--- src/rtl/ahb2apb_bridge.sv ---
// AHB-Lite slave to APB master bridge: one APB SETUP/ACCESS per AHB transfer, up to 16 slaves.
// Min 3 AHB wait states per transfer, plus one per PREADY-low ACCESS cycle.
// Decode misses and PSLVERR are answered with a two-cycle ERROR.
module ahb2apb_bridge #(
   parameter int AW    = 32,
   parameter int DW    = 32,
   parameter int P_NUM = 4,
   parameter int PA_W  = 12
) (
   input  logic                HCLK,
   input  logic                HRESETN,
   input  logic                HSEL,
   input  logic [AW-1:0]       HADDR,
   input  logic [1:0]          HTRANS,
   input  logic                HWRITE,
   input  logic [DW/8-1:0]     HWSTRB,
   input  logic [DW-1:0]       HWDATA,
   input  logic                HREADY_I,
   output logic                HREADY_O,
   output logic                HRESP,
   output logic [DW-1:0]       HRDATA,
   output logic [P_NUM-1:0]    PSEL,
   output logic                PENABLE,
   output logic [PA_W-1:0]     PADDR,
   output logic                PWRITE,
   output logic [DW-1:0]       PWDATA,
   output logic [DW/8-1:0]     PSTRB,
   input  logic [P_NUM*DW-1:0] PRDATA,
   input  logic [P_NUM-1:0]    PREADY,
   input  logic [P_NUM-1:0]    PSLVERR
);

   localparam int SW = DW/8;

   typedef enum logic [2:0] {
      S_IDLE, S_LATCH, S_SETUP, S_ACCESS, S_ERR1, S_ERR2
   } state_t;

   state_t             state_q;
   logic               hready_q;
   logic               hresp_q;
   logic [DW-1:0]      hrdata_q;
   logic [P_NUM-1:0]   psel_q;
   logic               penable_q;
   logic [PA_W-1:0]    paddr_q;
   logic               pwrite_q;
   logic [DW-1:0]      pwdata_q;
   logic [SW-1:0]      pstrb_q;
   logic [3:0]         idx_q;

   logic               accept;
   logic               miss;
   logic               sel_ready;
   logic               sel_err;
   logic [DW-1:0]      prdata_d;
   logic [P_NUM-1:0]   psel_d;
   logic [3:0]         hidx;

   assign hidx = HADDR[PA_W+3:PA_W];

   logic unused_bits;
   assign unused_bits = ^{HADDR[AW-1:PA_W+4], HTRANS[0]};

   // PSEL is one-hot during SETUP/ACCESS, so it doubles as the response mux select.
   always_comb begin
      accept    = HSEL && HTRANS[1] && HREADY_I &&
                  (state_q == S_IDLE || state_q == S_ERR2);
      miss      = ({1'b0, hidx} >= 5'(P_NUM));
      sel_ready = 1'b0;
      sel_err   = 1'b0;
      prdata_d  = '0;
      psel_d    = '0;
      for (int i = 0; i < P_NUM; i++) begin
         sel_ready = sel_ready | (psel_q[i] & PREADY[i]);
         sel_err   = sel_err   | (psel_q[i] & PSLVERR[i]);
         prdata_d  = prdata_d  | ({DW{psel_q[i]}} & PRDATA[i*DW +: DW]);
         psel_d[i] = (idx_q == 4'(i));
      end
   end

   always_ff @(posedge HCLK) begin
      if (!HRESETN) begin
         state_q   <= S_IDLE;
         hready_q  <= 1'b1;
         hresp_q   <= 1'b0;
         hrdata_q  <= '0;
         psel_q    <= '0;
         penable_q <= 1'b0;
         paddr_q   <= '0;
         pwrite_q  <= 1'b0;
         pwdata_q  <= '0;
         pstrb_q   <= '0;
         idx_q     <= '0;
      end else begin
         case (state_q)
            S_IDLE, S_ERR2: begin
               state_q  <= S_IDLE;
               hready_q <= 1'b1;
               hresp_q  <= 1'b0;
               if (accept) begin
                  hready_q <= 1'b0;
                  if (miss) begin
                     state_q <= S_ERR1;
                     hresp_q <= 1'b1;
                  end else begin
                     state_q  <= S_LATCH;
                     idx_q    <= hidx;
                     paddr_q  <= HADDR[PA_W-1:0];
                     pwrite_q <= HWRITE;
                  end
               end
            end
            S_LATCH: begin
               // HWDATA/HWSTRB belong to the data phase, valid only from this cycle on.
               pwdata_q <= HWDATA;
               pstrb_q  <= pwrite_q ? HWSTRB : '0;
               psel_q   <= psel_d;
               state_q  <= S_SETUP;
            end
            S_SETUP: begin
               penable_q <= 1'b1;
               state_q   <= S_ACCESS;
            end
            S_ACCESS: begin
               if (sel_ready) begin
                  psel_q    <= '0;
                  penable_q <= 1'b0;
                  if (sel_err) begin
                     state_q <= S_ERR1;
                     hresp_q <= 1'b1;
                  end else begin
                     state_q  <= S_IDLE;
                     hready_q <= 1'b1;
                     if (!pwrite_q) hrdata_q <= prdata_d;
                  end
               end
            end
            S_ERR1: begin
               state_q  <= S_ERR2;
               hready_q <= 1'b1;
               hresp_q  <= 1'b1;
            end
            default: begin
               state_q  <= S_IDLE;
               hready_q <= 1'b1;
               hresp_q  <= 1'b0;
            end
         endcase
      end
   end

   assign HREADY_O = hready_q;
   assign HRESP    = hresp_q;
   assign HRDATA   = hrdata_q;
   assign PSEL     = psel_q;
   assign PENABLE  = penable_q;
   assign PADDR    = paddr_q;
   assign PWRITE   = pwrite_q;
   assign PWDATA   = pwdata_q;
   assign PSTRB    = pstrb_q;

endmodule

--- config.mk ---
export PLATFORM = sky130hd
export DESIGN_NAME = ahb2apb_bridge
export DESIGN_NICKNAME = d
export VERILOG_FILES = /design/src/rtl/ahb2apb_bridge.sv
export SDC_FILE = /design/constraint.sdc
export NUM_CORES = 1
export LEC_CHECK = 0
export BUFFER_PORTS_ARGS = -buffer_cell sky130_fd_sc_hd__buf_4
export CAP_MARGIN = 20
export CELL_PAD_IN_SITES_DETAIL_PLACEMENT = 0
export CELL_PAD_IN_SITES_GLOBAL_PLACEMENT = 2
export CORE_ASPECT_RATIO = 1.2
export CORE_UTILIZATION = 21
export CTS_CLUSTER_DIAMETER = 150
export DETAILED_ROUTE_END_ITERATION = 8
export PLACE_DENSITY_LB_ADDON = 0.1
export RECOVER_POWER = 50
export SLEW_MARGIN = 15
export SYNTH_ARGS = -nofsm -noshare
export SYNTH_HDL_FRONTEND = slang
export SYNTH_SLANG_ARGS = --single-unit
--- constraint.sdc ---
create_clock -name HCLK -period 2.1 [get_ports HCLK]
set_input_delay 0.42 -clock HCLK [delete_from_list [all_inputs] [get_ports HCLK]]
set_output_delay 0.42 -clock HCLK [all_outputs]
set_load 0.02 [all_outputs]
==> results.md <==
- Status: completed
- Max Freq: between 0.5 and 0.6 GHz
- Placed Instances: about 970
- Crit path time final: approximately 1800 ps
- Final period utilization: roughly 88%
- CTS tree: yes
- Worst Hold Class: in -> reg
- Post-route insts no fill: between 900 and 1000
- Max Cap Violations: 0
- Via count: around 4500
- CTS Root Cell: clkbuf_16
- Post-synthesis sequential area ratio: roughly 45%
- WP data required: ~2300 ps
- Clk buf depth: 2
- Mapped Cells: between 400 and 500
- H-tree levels: 3
- Share of cells above drive strength 1: 34.0%
- XOR/XNOR Fraction of Synth Area: 0.417%
- Register clock-pin slew on the reported worst setup and hold paths: approximately 70 ps
- Total wire length: 16500 µm
- Vias in the first global route: 4501
- Placer Congestion: 0.730
- Post-route core utilization: 33.3%
- FF+latch count, synth: 95
- Clock power frac: 38.4%
- Syn_nets: 670
- Worst VDD drop: about 350 µV
- Family with the most delay on the worst path: simple AND/OR/NAND/NOR gates
- NetSw: about 0.0011 W
- # nets final: between 900 and 1000
- Commonest non-fill, non-tap cell in the layout: buf_4
- DRT Pass-1 Iters: 4
- Setup Fix Bufs, Post-CTS: 0
- CP startpoint: state_q[1]
- Area overhead of the layout relative to synthesis: 54.8%
- Clk_skew: 13.2 ps
- Die ar.: 20600 µm²
- DRC viols: 0
- Hold_sp: HADDR[9]
- Main combinational cell family by area after synthesis: compound AO/OA/AOI/OAI gates
- Combinational share of power: 15.2%
- Library cells used by synthesis: between 40 and 50
- Mux cell area share after synthesis: roughly 3.6%
- Port bufs: 281
- Final setup vio count: 0
- GRT Resource Usage Total: 16.0%
- Kind of critical path: reg -> reg
- Crit path arrival time: 2070 ps
- Clock sink total: 95
- Largest net degree at the start of global routing: 57
- DRT iter0 DRCs: between 150 and 200
- Die Y: 157 µm
- Post-Synth Adder-Cell Area: 0%
- Critical Path Fanout Max: 18
- Final Hold Viols: 0
- Initial Utilization: 21.5%
- Setup TNS: 0 ps
- RSZ-0062 raised after global routing: false
- Hpwl dp: about 12000 µm
- Critical R2R Launch: state_q[1]
- Num CTS Buffers: 9
- Internal power: 0.00298 W
- Core region area: 19500 µm²
- First-pass GRT wire length: approximately 25000 µm
- CP bufs+invs: 1
- Vias per cell: approximately 4.6
- ANT nets after route: 0
- Mapped cell area: 4200 µm²
- CTS Hold Bufs: 0
- I/O pin total: about 300
- Synth Warn #: 0
- # resized after CTS: 0
- Die width: between 100 and 150 µm
- Worst-Skew Late Latency: around 360 ps
- Worst path slowest cell: nor4_1
- Antenna Cells: 0
- Critical Path, Cell by Cell: nand4b_1, nor4_1, buf_12, mux2i_1, nor2_1
- Sw frac: 26.3%
- Simple-gate share of the synthesized area: approximately an eighth
- Commonest cells after routing, fill and taps aside: 208 x buf_4, 95 x dfxtp_1, 85 x clkbuf_1
- Seq pwr share: a little under half
- Rows: 56
- Initial antenna violation count: 0
- P_leak: roughly 2.4 nW
- Grt ovf: 0
- Startpoint Class: register
- Crit. End Element: register
- WL/cell: 16.7 µm
- R2r setup slk: 250 ps
- Relative slew slack: about two thirds
- Max Transition Viols Final: 0
- Worst path max stage delay: approximately 480 ps
- Pwr dens: approximately 620 nW/µm²
- Slew of the pin with the lowest slew margin: between 500 and 600 ps
- Compound-Gate Fraction of Synth Area: 31.8%
- Syn Area/Cell: 9.15 µm²
==> metal layers <==
metal / track usage [%] / vias to the layer above / wire [µm]
met5: 0 / - / 0
met4: 6.55 / 0 / 275
met3: 5.02 / 13 / 1310
met2: 27.3 / 186 / 8150
met1: 18.5 / 2050 / 6720
li1: - / 2236 / -
==> tightest hold or removal path, cell delays in order <==
cell and delay, ps:
buf_4 80, mux2i_1 50, nor2_1 70
==> logic make-up after synthesis <==
group	Yosys count
simple gates	112
flops	95
compound gates	184
buf+inv	51
xor+xnor	2
mux	15
==> synth_stat cells <==
library cell	count	area (µm²)
dfxtp_1	95	1900
nand2_1	74	278
a21oi_1	68	340
a22oi_1	66	495
clkbuf_1	27	101
a311oi_1	18	158
nor2_1	17	63.8
mux2i_1	15	150
a311oi_2	12	180
buf_2	9	45.0
buf_6	8	90.1
nand3_1	6	30.0
a31oi_1	3	18.8
inv_1	3	11.3
a22o_1	2	17.5
a32o_1	2	20.0
buf_4	2	15.0
nand4_1	2	12.5
nor3b_1	2	15.0
nor4_1	2	12.5
nor4_4	2	42.5
o211a_1	2	20.0
o2bb2ai_1	2	17.5
a21o_1	1	7.51
a21oi_2	1	8.76
a221oi_1	1	8.76
and2_1	1	6.26
buf_12	1	20.0
clkinv_1	1	3.75
nand2b_1	1	6.26
nand4b_1	1	8.76
nor3_1	1	5.00
nor3b_2	1	12.5
o2111ai_1	1	8.76
o211ai_1	1	7.51
o21a_1	1	7.51
o21ai_0	1	5.00
o21bai_1	1	7.51
o311ai_0	1	8.76
or2_2	1	6.26
or3b_2	1	8.76
xnor2_1	1	8.76
xor2_1	1	8.76
==> sequential cells by signal, summed over array words and instances, names as in the netlist <==
register / count
state_q: 3
HREADY_O: 1
PWDATA: 32
PSEL: 4
PWRITE: 1
HRESP: 1
HRDATA: 32
PSTRB: 4
idx_q: 4
PADDR: 12
PENABLE: 1
==> metrics by stage <==
step | hold slack [ps] | power [W] | setup WS (ps) | instance area, µm²
floorplan | 441 | 0.00216 | 325 | 4200
global placement | 441 | 0.00256 | 263 | 6550
detailed placement | 448 | 0.00257 | 233 | 6550
CTS | 283 | 0.00417 | 297 | 6820
global route | 301 | 0.00426 | 85.4 | 6500
finish | 297 | 0.00404 | 252 | 6500
==> power groups by stage <==
| stage | Combinational (W) | Sequential [W] | Clock [W] |
|---|---|---|---|
| 6_report | 0.000615 | 0.00187 | 0.00155 |
| 5_1_grt | 0.000674 | 0.00188 | 0.00171 |
| 4_1_cts | 0.000656 | 0.00187 | 0.00164 |
| 3_5_place_dp | 0.000655 | 0.00192 | 0 |
| 3_3_place_gp | 0.000649 | 0.00192 | 0 |
| 2_1_floorplan | 0.000211 | 0.00195 | 0 |
==> worst paths after layout <==
check,end,depth (start not counted)
worst min-delay path,PADDR[9],3
worst max register to register,idx_q[1],5
worst max-delay path,idx_q[1],5
worst min register to register,PWDATA[21],2
==> final cells by class <==
class                           instances  area (µm²)
Fill cell                            2148       13000
Multi-Input combinational cell        313        2030
Timing Repair Buffer                  296        1960
Sequential cell                        95        1900
Tap cell                              261         327
Clock buffer                           10         229
Clock inverter                          6        45.0
Inverter                                4        16.3
(Power assumes the default switching activity.)
